==> config.mk <==
export PLATFORM = sky130hd
export DESIGN_NAME = ps_seq_stck
export DESIGN_NICKNAME = d
export VERILOG_FILES = /design/src/rtl/ps_seq_pkg.sv /design/src/rtl/ps_pc_stack.sv /design/src/rtl/ps_seq_stck.sv
export SDC_FILE = /design/constraint.sdc
export NUM_CORES = 1
export LEC_CHECK = 0
export CAP_MARGIN = 20
export CORE_MARGIN = 8
export CORE_UTILIZATION = 58
export CTS_CLUSTER_DIAMETER = 40
export DETAILED_ROUTE_END_ITERATION = 12
export GPL_ROUTABILITY_DRIVEN = 0
export GPL_TIMING_DRIVEN = 0
export PLACE_DENSITY = 0.85
export SYNTH_ARGS = -nofsm -noshare
export SYNTH_HDL_FRONTEND = slang
export SYNTH_SLANG_ARGS = --single-unit
export TNS_END_PERCENT = 30
==> constraint.sdc <==
create_clock -name clk -period 5 [get_ports clk]
set_input_delay 1 -clock clk [delete_from_list [all_inputs] [get_ports clk]]
set_output_delay 1 -clock clk [all_outputs]
set_load 0.02 [all_outputs]
==> src/rtl/ps_seq_pkg.sv <==
// Shared constants and types for the program sequencer and its PC stack.
package ps_seq_pkg;

    // Bit positions inside the stcky status vector
    localparam int STK_EMPTY = 0;
    localparam int STK_FULL  = 1;
    localparam int STK_OVF   = 2;
    localparam int STK_UNF   = 3;

    typedef enum logic [1:0] {
        BR_NONE,
        BR_JMP,
        BR_CALL,
        BR_RTS
    } br_kind_e;

endpackage

==> src/rtl/ps_pc_stack.sv <==
// Parametrised LIFO holding return addresses; guards its own push/pop against full/empty.
module ps_pc_stack #(
    parameter int  ADDR_W    = 16,
    parameter int  STK_DEPTH = 4,
    localparam int PTR_W     = $clog2(STK_DEPTH) + 1
) (
    input  logic              clk,
    input  logic              rst,
    input  logic              push_i,
    input  logic              pop_i,
    input  logic              ovr_i,
    input  logic [ADDR_W-1:0] push_dt_i,
    input  logic [ADDR_W-1:0] ovr_dt_i,
    output logic [ADDR_W-1:0] top_o,
    output logic [PTR_W-1:0]  ptr_o,
    output logic              full_o,
    output logic              empty_o
);

    localparam int IDX_W = $clog2(STK_DEPTH);

    logic [ADDR_W-1:0] mem_q [STK_DEPTH];
    logic [ADDR_W-1:0] mem_d [STK_DEPTH];
    logic [PTR_W-1:0]  ptr_q, ptr_d;
    logic [IDX_W-1:0]  top_idx, push_idx;

    // Pointer counts valid entries, so the top lives one below it
    assign top_idx  = IDX_W'(ptr_q - 1'b1);
    assign push_idx = IDX_W'(ptr_q);
    assign full_o   = (ptr_q == PTR_W'(STK_DEPTH));
    assign empty_o  = (ptr_q == '0);
    assign ptr_o    = ptr_q;
    assign top_o    = empty_o ? '0 : mem_q[top_idx];

    always_comb begin
        mem_d = mem_q;
        ptr_d = ptr_q;
        if (push_i && !full_o) begin
            mem_d[push_idx] = push_dt_i;
            ptr_d           = ptr_q + 1'b1;
        end else if (pop_i && !empty_o) begin
            ptr_d = ptr_q - 1'b1;
        end else if (ovr_i && !empty_o) begin
            mem_d[top_idx] = ovr_dt_i;
        end
    end

    always_ff @(posedge clk or negedge rst) begin
        if (!rst) begin
            ptr_q <= '0;
            for (int i = 0; i < STK_DEPTH; i++) mem_q[i] <= '0;
        end else begin
            ptr_q <= ptr_d;
            mem_q <= mem_d;
        end
    end

endmodule

==> src/rtl/ps_seq_stck.sv <==
// Program sequencer: fetch/decode/execute PC pipeline, branch arbitration with
// a two-slot squash window, idle control and sticky stack status.
module ps_seq_stck
    import ps_seq_pkg::*;
#(
    parameter int  ADDR_W    = 16,
    parameter int  STK_DEPTH = 4,
    localparam int PTR_W     = $clog2(STK_DEPTH) + 1
) (
    input  logic              clk,
    input  logic              rst,
    input  logic              interrupt,
    input  logic              idle_req,
    input  logic              jmp,
    input  logic              call,
    input  logic              rts,
    input  logic [ADDR_W-1:0] tgt,
    input  logic              psh,
    input  logic              pop,
    input  logic              stk_wr_en,
    input  logic [ADDR_W-1:0] stk_wr_dt,
    input  logic              stcky_clr,
    output logic [ADDR_W-1:0] pm_add,
    output logic              pm_cslt,
    output logic [ADDR_W-1:0] faddr,
    output logic [ADDR_W-1:0] daddr,
    output logic [ADDR_W-1:0] pc,
    output logic              flush,
    output logic [ADDR_W-1:0] stk_top,
    output logic [PTR_W-1:0]  stk_pntr,
    output logic [3:0]        stcky
);

    logic [ADDR_W-1:0] faddr_q, faddr_d, daddr_q, daddr_d, pc_q, pc_d;
    logic [1:0]        fcnt_q, fcnt_d;
    logic              idle_q, idle_d;
    logic              ovf_q, ovf_d, unf_q, unf_d;
    br_kind_e          br_kind;
    logic              stk_push, stk_pop, stk_ovr;
    logic              stk_full, stk_empty;
    logic              ovf_set, unf_set;
    logic [ADDR_W-1:0] push_dt;

    ps_pc_stack #(
        .ADDR_W   (ADDR_W),
        .STK_DEPTH(STK_DEPTH)
    ) u_stack (
        .clk      (clk),
        .rst      (rst),
        .push_i   (stk_push),
        .pop_i    (stk_pop),
        .ovr_i    (stk_ovr),
        .push_dt_i(push_dt),
        .ovr_dt_i (stk_wr_dt),
        .top_o    (stk_top),
        .ptr_o    (stk_pntr),
        .full_o   (stk_full),
        .empty_o  (stk_empty)
    );

    always_comb begin
        br_kind = BR_NONE;
        if (!idle_q && fcnt_q == 2'd0) begin
            if (rts)       br_kind = BR_RTS;
            else if (call) br_kind = BR_CALL;
            else if (jmp)  br_kind = BR_JMP;
        end
    end

    always_comb begin
        faddr_d  = faddr_q;
        daddr_d  = daddr_q;
        pc_d     = pc_q;
        stk_push = 1'b0;
        stk_pop  = 1'b0;
        push_dt  = pc_q + 1'b1;
        ovf_set  = 1'b0;
        unf_set  = 1'b0;
        if (!idle_q) begin
            faddr_d = faddr_q + 1'b1;
            daddr_d = faddr_q;
            pc_d    = daddr_q;
            unique case (br_kind)
                BR_JMP:  faddr_d = tgt;
                BR_CALL: begin
                    faddr_d = tgt;
                    if (stk_full) ovf_set  = 1'b1;
                    else          stk_push = 1'b1;
                end
                BR_RTS: begin
                    if (stk_empty) begin
                        faddr_d = pc_q + 1'b1;
                        unf_set = 1'b1;
                    end else begin
                        faddr_d = stk_top;
                        stk_pop = 1'b1;
                    end
                end
                default: begin
                    // Explicit stack ops only get the stack when no branch claimed it
                    if (psh && !pop) begin
                        push_dt = stk_wr_dt;
                        if (stk_full) ovf_set  = 1'b1;
                        else          stk_push = 1'b1;
                    end else if (pop && !psh) begin
                        if (stk_empty) unf_set = 1'b1;
                        else           stk_pop = 1'b1;
                    end
                end
            endcase
        end
    end

    assign stk_ovr = stk_wr_en && !stk_empty && !stk_push && !stk_pop &&
                     br_kind != BR_CALL && br_kind != BR_RTS;

    always_comb begin
        fcnt_d = fcnt_q;
        if (br_kind != BR_NONE)  fcnt_d = 2'd2;
        else if (fcnt_q != 2'd0) fcnt_d = fcnt_q - 1'b1;

        idle_d = idle_q;
        if (!idle_q && idle_req)     idle_d = 1'b1;
        else if (idle_q && interrupt) idle_d = 1'b0;

        // A new event outranks a clear arriving in the same cycle
        ovf_d = ovf_set ? 1'b1 : (stcky_clr ? 1'b0 : ovf_q);
        unf_d = unf_set ? 1'b1 : (stcky_clr ? 1'b0 : unf_q);
    end

    always_ff @(posedge clk or negedge rst) begin
        if (!rst) begin
            faddr_q <= '0;
            daddr_q <= '0;
            pc_q    <= '0;
            fcnt_q  <= 2'd0;
            idle_q  <= 1'b0;
            ovf_q   <= 1'b0;
            unf_q   <= 1'b0;
        end else begin
            faddr_q <= faddr_d;
            daddr_q <= daddr_d;
            pc_q    <= pc_d;
            fcnt_q  <= fcnt_d;
            idle_q  <= idle_d;
            ovf_q   <= ovf_d;
            unf_q   <= unf_d;
        end
    end

    always_comb begin
        stcky            = '0;
        stcky[STK_EMPTY] = stk_empty;
        stcky[STK_FULL]  = stk_full;
        stcky[STK_OVF]   = ovf_q;
        stcky[STK_UNF]   = unf_q;
    end

    assign faddr   = faddr_q;
    assign daddr   = daddr_q;
    assign pc      = pc_q;
    assign pm_add  = faddr_q;
    assign pm_cslt = !idle_q;
    assign flush   = (fcnt_q != 2'd0);

endmodule

==> results of run 1 <==
[power breakdown]
group          switching [W]  leakage (nW)  internal, W
registers           0.000452          1.53      0.00139
logic                0.00196          2.20      0.00168
clock network       0.000450         0.280     0.000768
[worst max-delay path, cell delays in order (launching register included)]
cell             delay (ns)
dfrtp_1                0.46
buf_2                  0.33
buf_4                  0.32
inv_1                  0.16
ha_1                   0.22
buf_2                  0.17
nand2b_1               0.08
buf_2                  0.31
inv_1                  0.17
clkbuf_1               0.29
buf_4                  0.22
clkdlybuf4s50_1        0.54
[flip-flops by register name, indices dropped and copies added (netlist names), 2 cells and up]
| register | cells |
|---|---|
| u_stack.mem_q | 64 |
| daddr | 16 |
| fcnt_q | 2 |
| pc | 16 |
| faddr | 16 |
| u_stack.ptr_o | 3 |
[metal layers]
metal	share of wire [%]	global-route usage [%]	routed length, µm	vias up
met5	0	0	0	-
met4	4.3	14.31	1069	0
met3	11	8.482	2764	125
met2	47	49.51	11660	595
met1	38	37.03	9488	3436
li1	-	-	-	3029
[cells in the mapped netlist (4+ instances only)]
cell       count
xor2_1         5
mux2_1         8
o21bai_1       5
o21ai_1       14
a221oi_1      13
and3_1         5
o22ai_1        4
buf_1          5
a22oi_1       12
buf_2         20
buf_4         23
xnor2_1        5
a21o_1         8
o211ai_1       6
and2_1        18
a21oi_1       24
o2bb2a_1       5
dfrtp_1      120
nor3_1         7
inv_1         28
ha_1          14
o2bb2ai_1      4
or3_1          7
o31ai_1       13
nand4_1       10
nand2b_1       7
nand3_1       18
nor2_1        49
o21ai_0       39
nand2_1       59
a221o_1       21
clkbuf_1      21
mux2_2        33
mux2i_1        5
a31oi_1        9
mux4_2        16
and4_1         4
[metrics by stage]
step	instances	setup WS [ns]	setup TNS [ns]
after detailed placement	1036	0.1128	0
after CTS	1066	0.1018	0
after global routing	1065	0.02187	0
after global placement	1035	-1.506	-179.32
final	1065	0.3021	0
after floorplan	732	1.348	0
[layout make-up]
cell class,count,area (µm²),area share [%]
multi-input combinational,513,3879,40.85
sequential,120,3003,31.62
timing repair buffer,132,1340,14.11
clock buffer,24,481.7,5.073
buffer,67,372.9,3.927
tap,172,215.2,2.266
inverter,29,108.9,1.146
clock inverter,8,95.09,1.001
[timing repair]
item / in CTS / in global routing
hold buffers: 0 / 0
resized for setup: 1 / 0
setup endpoints to repair: 13 / 9
[kinds of logic after synthesis]
kind of cell             after synthesis
AO/OA/AOI/OAI                        221
AND/OR/NAND/NOR                      206
flip-flops                           120
buffers and inverters                 99
multiplexers                          62
adder cells (fa/ha/maj)               14
XOR/XNOR                              10
[path summary, 6_finish.rpt]
kind                                           endpoint  slack [ns]  depth (start not counted)
setup reg to reg           u_stack.mem_q[3]$_DFFE_PN0P_        0.51                         13
setup / recovery                               stcky[0]        0.30                         11
min in group clk           u_stack.mem_q[4]$_DFFE_PN0P_        0.48                          2
hold / removal                        pc[1]$_DFFE_PN0N_        0.44                          1
max in group asynchronous  u_stack.mem_q[9]$_DFFE_PN0P_        3.78                          2
hold reg to reg            u_stack.mem_q[4]$_DFFE_PN0P_        0.48                          2
==> summary.txt, run 1 <==
Timing
  – Fmax achieved: ~0.21 GHz
  – Worst-Margin Slew: ~0.80 ns
  – Min Clock Period, post-route: 4.698 ns
  – Setup violators final: 0
  – Final hold violations: 0
  – Final Cycle Share: 93.96%
  – Setup Skew: 0.006020 ns
  – Hold slack: 0.4382 ns
  – RSZ-0062 raised after global routing: no
  – Fin. max-slew vios: 0
  – Slew headroom: 46.64%

Route
  – Routed vias: about 7.2k
  – Initial DRT Pass Iterations: 6
  – Vias per Instance: 6.746
  – Final wirelength: 24.99 mm
  – Antenna viol nets, final: 0
  – Initial detailed-routing violation count: 1,165
  – Post-DR wirelength/cell: 23.46 µm
  – Drt drc: 0

Synth
  – Adder-Cell Fraction of Synth Area: 2.376%
  – Post-synth top area share: 40.73%
  – Largest family of logic cells by synthesized area: compound AO/OA/AOI/OAI gates
  – Synth Area in Compound Gates: approximately 22%
  – Synth Area in XOR/XNOR: 1.188%
  – FF+latch count, synth: 120
  – Synth async-reset ratio: 100.0%
  – Mean area per synthesized cell: between 10 and 15 µm²
  – Most used DFF post-synth: dfrtp_1
  – Syn Std Cell Area: 7372 µm²
  – Mux cell area share after synthesis: roughly an eighth
  – Syn_nets: 789
  – Synth area leader: dfrtp_1
  – Synth top area cells: dfrtp_1 41%, mux2_2 5.0%, mux4_2 4.9%
  – Syn Inst Count: 732
  – Count of different cell masters after synthesis: 81
  – Syn. warnings: 0
  – Register area share after synthesis: 40.73%
  – Post-Synth Simple-Gate Area: 14.75%
  – Number of synthesized flops with an enable pin: 0

Final layout
  – Fin util: 75.86%
  – Commonest non-fill, non-tap cell in the layout: clkdlybuf4s50_1
  – Cell area after layout: 9495 µm²
  – Ratio of cells with drive above 1 in the final layout: 16.80%
  – Commonest cells after routing, fill and taps aside: 130 x clkdlybuf4s50_1, 120 x dfrtp_1, 59 x nand2_1
  – Number of fill cells: 893
  – Area Overhead vs Synth: 28.80%
  – Ant. Diodes: 0
  – Nets@finish: 937

GRT
  – Antenna violations before repair: 0
  – All-Layer GR Usage: between 30% and 40%
  – First-pass GRT wire length: 38.94 mm
  – Vias in the first global route: just over 7k
  – Remaining global-route overflow: 0
  – Largest net degree at the start of global routing: 94

Die
  – Core Area: 12,520 µm²
  – I/O pins: 132
  – Die Height: approximately 130 µm
  – Initial Utilization: 58.90%
  – Die width: 128.7 µm
  – Rows: 41
  – Die ar.: 16,570 µm²

Worst setup path
  – R2R Path Start: idle_q$_DFFE_PN0P_
  – CP Capture Type: output pin
  – Crit path DAT: about 3.7 ns
  – CP Launch Point: u_stack.ptr_o[0]$_DFFE_PN0P_
  – Crit path max fanout: 18
  – CP startpoint kind: flop
  – CP required: 4.00 ns
  – Setup CP Type: flop to output pin

Pwr
  – Final Power: around 0.0067 W
  – Peak VDD IR: 0.3340 mV
  – Pleak: 4.009 nW
  – PwrDens: 705.5 nW/µm²

Job
  – Maxcap violations: 0

Clocking
  – Later-pin clock latency in the skew report: about 0.43 ns
  – Setup Buffers After CTS: 0
  – CTS Buffer Depth: 2
  – Clock-pin slew on the worst setup and hold paths: 0.05 ns
  – TritonCTS buffer count: 17
  – CTS tree: yes
  – H-tree Lvls: 4
  – Clk Tree Root Cell: clkbuf_16
  – CTS sink count: 120

Outcome
  – Run status: finished clean

Min path
  – Hold Path Class: primary input to async pin

Placement
  – Placed inst area: about 9000 µm²
  – Port Buf Inserts: ~130
  – Dpl hpwl: 17.95 mm
Note: power is estimated with default switching activity, not from simulation.
==> inputs of run 2 (changes only) <==
--- a/config.mk
+++ b/config.mk
@@ -5,6 +5,7 @@
 export SDC_FILE = /design/constraint.sdc
 export NUM_CORES = 1
 export LEC_CHECK = 0
+export ABC_AREA = 0
 export CAP_MARGIN = 20
 export CORE_MARGIN = 8
 export CORE_UTILIZATION = 58
@@ -13,6 +14,7 @@
 export GPL_ROUTABILITY_DRIVEN = 0
 export GPL_TIMING_DRIVEN = 0
 export PLACE_DENSITY = 0.85
+export SETUP_SLACK_MARGIN = 0.4
 export SYNTH_ARGS = -nofsm -noshare
 export SYNTH_HDL_FRONTEND = slang
 export SYNTH_SLANG_ARGS = --single-unit
==> run 2 against run 1 <==
Compared with the run above:
- via count rose by 0.50%
- maximum frequency rose by 4.1%
- worst hold slack got worse by 0.0011 ns
- sequential share of layout area fell by 0.12 points
- global-route usage rose by 0.17 points
- power rose by 0.21%
- die area did not move
- final area rose by 0.43%
- final cell count rose by 0.28%
==> summary.txt, run 2 (synthesized netlist as in run 1, its figures left out) <==
Worst setup path
  – CP startpoint kind: flop
  – Crit path max fanout: 10
  – CP Capture Type: flop
  – Crit path DAT: 4.81 ns
  – Setup CP Type: flop to flop
  – CP required: 5.30 ns

Die
  – Core Area: 12,520 µm²
  – Initial Utilization: 58.90%
  – I/O pins: 132
  – Die ar.: 16,570 µm²
  – Die Height: between 100 and 150 µm
  – Rows: slightly above 40
  – Die width: roughly 130 µm

Clocking
  – CTS sink count: between 100 and 150
  – Later-pin clock latency in the skew report: 0.43 ns
  – Clk Tree Root Cell: clkbuf_16
  – Hold-fix buffers, CTS: 0
  – H-tree Lvls: 4
  – CTS tree: yes
  – Clock-pin slew on the worst setup and hold paths: about 0.050 ns
  – Setup Buffers After CTS: 0
  – TritonCTS buffer count: 17
  – CTS Buffer Depth: 2

Route
  – Antenna viol nets, final: 0
  – Drt drc: 0
  – Initial detailed-routing violation count: 1,182
  – Routed vias: 7,221
  – Initial DRT Pass Iterations: 8
  – Post-DR wirelength/cell: between 20 and 25 µm
  – Final wirelength: 25.21 mm
  – Vias per Instance: 6.761

Timing
  – Setup Skew: around 0.0085 ns
  – Fin. max-slew vios: 0
  – Final Cycle Share: 90.29%
  – Fmax achieved: 0.2215 GHz
  – Slew headroom: 48.41%
  – Min Clock Period, post-route: 4.515 ns
  – Worst-Margin Slew: about 0.77 ns
  – RSZ-0062 raised after global routing: yes
  – Setup slack after layout: 0.4854 ns
  – Setup violators final: 0
  – Final hold violations: 0

GRT
  – Antenna violations before repair: 0
  – All-Layer GR Usage: 30.67%
  – First-pass GRT wire length: between 30 and 40 mm
  – Vias in the first global route: 7,221
  – Largest net degree at the start of global routing: between 90 and 100
  – Remaining global-route overflow: 0

Final layout
  – Most flop-heavy register: u_stack.mem_q
  – Non-Filler Instances: 1,068
  – Max reg flops: 64
  – Ratio of cells with drive above 1 in the final layout: 17.19%
  – Commonest non-fill, non-tap cell in the layout: clkdlybuf4s50_1
  – Commonest cells after routing, fill and taps aside: 121 x clkdlybuf4s50_1, 119 x dfrtp_1, 59 x nand2_1
  – Ant. Diodes: 0
  – Number of fill cells: a little under 900
  – Nets@finish: 940
  – Area Overhead vs Synth: 29.36%

Pwr
  – Final Power: 0.006713 W
  – Pleak: slightly above 4 nW
  – Peak VDD IR: around 0.31 mV
  – PwrDens: approximately 700 nW/µm²

Outcome
  – Run status: finished clean

Placement
  – Dpl hpwl: ~18 mm
  – Placed Cells: 1,036
  – Port Buf Inserts: between 100 and 150
  – Post-Place Setup Slack: 0.1128 ns

Job
  – Maxcap violations: 0

Min path
  – Hold Path Class: primary input to async pin
## run 2: cell count changes in the layout (fill, tap and decap cells not counted), sizes merged
cell / change
dlymetal6s2s: +5
dlygate4sd2: +4
clkbuf: +3
clkdlybuf4s50: -9
## run 2: what timing repair did
item | CTS | global route
gates resized for setup | 12 | 10
gates cloned | 0 | 0
endpoints found under the setup margin | 14 | 26
## run 2: cell type report
class / instances / area (µm²) / share of cell area (%)
Inverter: 29 / 108.9 / 1.141
Clock buffer: 24 / 481.7 / 5.051
Tap cell: 172 / 215.2 / 2.257
Multi-Input combinational cell: 513 / 3879 / 40.67
Timing Repair Buffer: 132 / 1348 / 14.13
Clock inverter: 8 / 95.09 / 0.9971
Buffer: 70 / 405.4 / 4.251
Sequential cell: 120 / 3004 / 31.50
## run 2: final timing paths
| kind | start | to | slack [ns] | cells after the start |
|---|---|---|---|---|
| worst max register to register | idle_q$_DFFE_PN0P_ | u_stack.ptr_o[0]$_DFFE_PN0P_ | 0.49 | 13 |
| min in group clk | u_stack.mem_q[4]$_DFFE_PN0P_ | u_stack.mem_q[4]$_DFFE_PN0P_ | 0.48 | 2 |
| worst min-delay path | rst | pc[1]$_DFFE_PN0N_ | 0.44 | 1 |
| max in group asynchronous | rst | u_stack.mem_q[9]$_DFFE_PN0P_ | 3.79 | 2 |
| worst min register to register | u_stack.mem_q[4]$_DFFE_PN0P_ | u_stack.mem_q[4]$_DFFE_PN0P_ | 0.48 | 2 |
| worst max-delay path | idle_q$_DFFE_PN0P_ | u_stack.ptr_o[0]$_DFFE_PN0P_ | 0.49 | 13 |
## run 2: metrics by stage
stage	hold WS, ns	TNS [ns]	area (µm²)	util (%)
CTS	0.4441	0	9518	76.04
detailed placement	0.4682	0	8927	71.32
finish	0.4371	0	9537	76.19
floorplan	0.4436	0	7372	-
global placement	0.4588	-179.32	8899	71.09
global route	0.4450	0	9537	76.19
## run 2: power breakdown
group	switching, W	internal, W
clock	0.000448	0.000769
combinational	0.00198	0.00167
sequential	0.000453	0.00139
total	0.00288	0.00383
## run 2: routing by layer
layer | track usage [%] | share of wire (%)
met1 | 37.08 | 37
met3 | 8.647 | 11
met2 | 49.51 | 47
met5 | 0 | 0
met4 | 15.20 | 4.6
## run 2: worst max-delay path: stages (launching register included)
cell and delay [ns]:
dfrtp_1 0.40, buf_1 0.45, clkbuf_1 0.45, clkbuf_1 0.52
nor2_1 0.16, o21ai_0 0.20, ha_1 0.21, buf_2 0.18
and2b_1 0.29, o21ai_1 0.38, o21a_1 0.44, buf_2 0.40
a22oi_1 0.13, xnor2_1 0.16
==> inputs of run 3 (changes only) <==
--- a/config.mk
+++ b/config.mk
@@ -9,12 +9,14 @@
 export CAP_MARGIN = 20
 export CORE_MARGIN = 8
 export CORE_UTILIZATION = 58
+export CTS_BUF_LIST = sky130_fd_sc_hd__clkbuf_8 sky130_fd_sc_hd__clkbuf_16
 export CTS_CLUSTER_DIAMETER = 40
 export DETAILED_ROUTE_END_ITERATION = 12
 export GPL_ROUTABILITY_DRIVEN = 0
 export GPL_TIMING_DRIVEN = 0
 export PLACE_DENSITY = 0.85
 export SETUP_SLACK_MARGIN = 0.4
+export SLEW_MARGIN = 20
 export SYNTH_ARGS = -nofsm -noshare
 export SYNTH_HDL_FRONTEND = slang
 export SYNTH_SLANG_ARGS = --single-unit
==> run 3 against run 2 <==
Compared with the run above:
- register-to-register slack gained 0.03 ns
- power increased by 1.3%
- clock-buffer cell count down 4
- final area rose by 0.54%
- combinational power barely moved
- clock power grew 7%
- final cell count unchanged
- sequential share of layout area shrank 0.17 points
==> summary.txt, run 3 (synthesized netlist as in run 1, its figures left out) <==
Placement
  – Dpl hpwl: 18.04 mm
  – Port Buf Inserts: 131
  – Placed inst area: 8927 µm²

Route
  – Post-DR wirelength/cell: between 20 and 25 µm
  – Routed vias: around 7k
  – Antenna viol nets, final: 0
  – Initial detailed-routing violation count: 1,015
  – Vias per Instance: roughly 6.7
  – Initial DRT Pass Iterations: 5
  – Final wirelength: 25.12 mm
  – Drt drc: 0

GRT
  – Largest net degree at the start of global routing: 67
  – Antenna violations before repair: 1
  – First-pass GRT wire length: 39.21 mm
  – All-Layer GR Usage: 30.83%
  – Remaining global-route overflow: 0
  – Vias in the first global route: roughly 7.2k

Worst setup path
  – Most frequent CP cell: clkbuf_1
  – CP Launch Point: idle_q$_DFFE_PN0P_
  – Critical R2R Capture: u_stack.mem_q[5]$_DFFE_PN0P_
  – R2R Path Start: idle_q$_DFFE_PN0P_
  – CP startpoint kind: flop
  – CP Capture Type: flop
  – Crit path max fanout: 10
  – WP depth: 13
  – Worst path slowest cell: a2111oi_2
  – Setup CP Type: flop to flop
  – CP peak stage delay: ~0.7 ns
  – Reg2reg path depth: 13
  – CP required: between 5 and 6 ns
  – R2r setup slk: ~0.51 ns
  – Crit path DAT: about 4.8 ns
  – Cell family with most CP delay: buffers and inverters
  – Worst path bufs/invs: 5
  – Cells along the critical path: buf_1, clkbuf_1, clkbuf_1, nor2_1, o21ai_0, ha_1, buf_2, nand3b_1, a2111oi_2, a21oi_1, clkbuf_1, nand2_1, o21ai_1
  – Worst Setup EP: u_stack.mem_q[5]$_DFFE_PN0P_

Outcome
  – Run status: finished clean

Min path
  – Hold Path Class: flop to flop

Timing
  – Setup violators final: 0
  – Min Clock Period, post-route: 4.485 ns
  – Final hold violations: 0
  – Fmax achieved: 0.2230 GHz
  – RSZ-0062 raised after global routing: yes
  – Worst-Margin Slew: 0.7851 ns
  – Slew headroom: 47.58%
  – Fin. max-slew vios: 0
  – Hold slack: 0.4857 ns
  – Final Cycle Share: 89.70%
  – Setup Skew: 0.007390 ns

Pwr
  – Switching Fraction: roughly 42%
  – PwrDens: 709.4 nW/µm²
  – Flop pwr share: a little over a quarter
  – Pleak: between 4 and 5 nW
  – Peak VDD IR: 0.3214 mV
  – Gate power share: 53.7%
  – Clock power share: 19.2%
  – P_sw: 0.002869 W
  – Int Pwr: 0.003932 W

Clocking
  – H-tree Lvls: 4
  – Setup Buffers After CTS: 0
  – Clock-pin slew on the worst setup and hold paths: 0.06 ns
  – CTS Buffer Depth: 2
  – TritonCTS buffer count: 17
  – CTS sink count: 120
  – CTS tree: yes
  – Later-pin clock latency in the skew report: 0.43 ns
  – Hold-fix buffers, CTS: 0
  – Clk Tree Root Cell: clkbuf_16

Final layout
  – Number of fill cells: about 850
  – Commonest non-fill, non-tap cell in the layout: clkdlybuf4s50_1
  – Ant. Diodes: 0
  – Max reg flops: 64
  – Commonest cells after routing, fill and taps aside: 121 x clkdlybuf4s50_1, 119 x dfrtp_1, 59 x nand2_1
  – Ratio of cells with drive above 1 in the final layout: ~17%
  – Most flop-heavy register: u_stack.mem_q
  – Area Overhead vs Synth: 30.06%
  – Nets@finish: 940
  – Cell area after layout: 9588 µm²

Die
  – Initial Utilization: about three fifths
  – Core Area: 12,520 µm²
  – Rows: 41
  – Die width: around 130 µm
  – Die Height: around 130 µm
  – Die ar.: 16,570 µm²
  – I/O pins: 132

Job
  – Maxcap violations: 0
run 3: cell types whose count changed in the layout (fill, tap and decap cells not counted), sizes merged:
cell          delta
clkinv           -1
bufinv           +2
dlymetal6s2s     +1
clkbuf           -4
inv              +4
dlygate4sd2      -1
clkinvlp         -1
run 3: power by group through the flow:
stage          clock network [W]  registers, W  logic (W)
2_1_floorplan                  0       0.00192    0.00197
3_3_place_gp                   0       0.00179    0.00350
3_5_place_dp                   0       0.00183    0.00358
4_1_cts                  0.00130       0.00182    0.00361
5_1_grt                  0.00135       0.00188    0.00387
6_report                 0.00131       0.00184    0.00365
run 3: how the worst min path moves through the flow:
| stage | startpoint | to | slack [ns] | cells after the start |
|---|---|---|---|---|
| 5_1_grt | u_stack.mem_q[4]$_DFFE_PN0P_ | u_stack.mem_q[4]$_DFFE_PN0P_ | 0.51 | 2 |
| 2_1_floorplan | u_stack.mem_q[47]$_DFFE_PN0P_ | u_stack.mem_q[47]$_DFFE_PN0P_ | 0.44 | 2 |
| 4_1_cts | u_stack.mem_q[4]$_DFFE_PN0P_ | u_stack.mem_q[4]$_DFFE_PN0P_ | 0.48 | 2 |
| 3_3_place_gp | u_stack.mem_q[3]$_DFFE_PN0P_ | u_stack.mem_q[3]$_DFFE_PN0P_ | 0.46 | 2 |
| 6_report | u_stack.mem_q[4]$_DFFE_PN0P_ | u_stack.mem_q[4]$_DFFE_PN0P_ | 0.49 | 2 |
| 3_5_place_dp | u_stack.mem_q[31]$_DFFE_PN0P_ | u_stack.mem_q[31]$_DFFE_PN0P_ | 0.47 | 2 |
run 3: cell type report:
class	instances	area, µm²	share of cell area (%)
Clock buffer	20	466.7	4.868
Multi-Input combinational cell	513	3879	40.45
Timing Repair Buffer	132	1351	14.09
Buffer	70	405.4	4.228
Tap cell	172	215.2	2.245
Clock inverter	12	157.7	1.644
Sequential cell	120	3004	31.33
Inverter	29	108.9	1.135
run 3: routing by layer:
metal / track usage [%] / wire length (µm) / part of all wire [%]
met1: 36.67 / 9433 / 38
met2: 50.12 / 11700 / 47
met3: 8.937 / 2840 / 11
met4: 15.62 / 1130 / 4.5
met5: 0 / 14 / 0.056
run 3: per-stage QoR:
step | setup WS (ns) | setup TNS (ns) | util [%] | std cells | total power (W)
floorplan | 1.348 | 0 | - | 732 | 0.003890
global placement | -1.506 | -179.32 | 71.09 | 1035 | 0.005289
detailed placement | 0.1041 | 0 | 71.32 | 1036 | 0.005407
CTS | 0.4041 | 0 | 76.43 | 1068 | 0.006733
global route | 0.3200 | 0 | 76.60 | 1068 | 0.007098
finish | 0.5149 | 0 | 76.60 | 1068 | 0.006802
run 3: timing repair:
item | in CTS | in global routing
endpoints found under the setup margin | 14 | 26
gates resized for setup | 11 | 11
cloned | 0 | 0
run 3: tightest hold or removal path, cell delays in order, from the launching register on:
cell and delay (ns):
dfrtp_1 0.34, nand2_1 0.04, o21ai_0 0.07
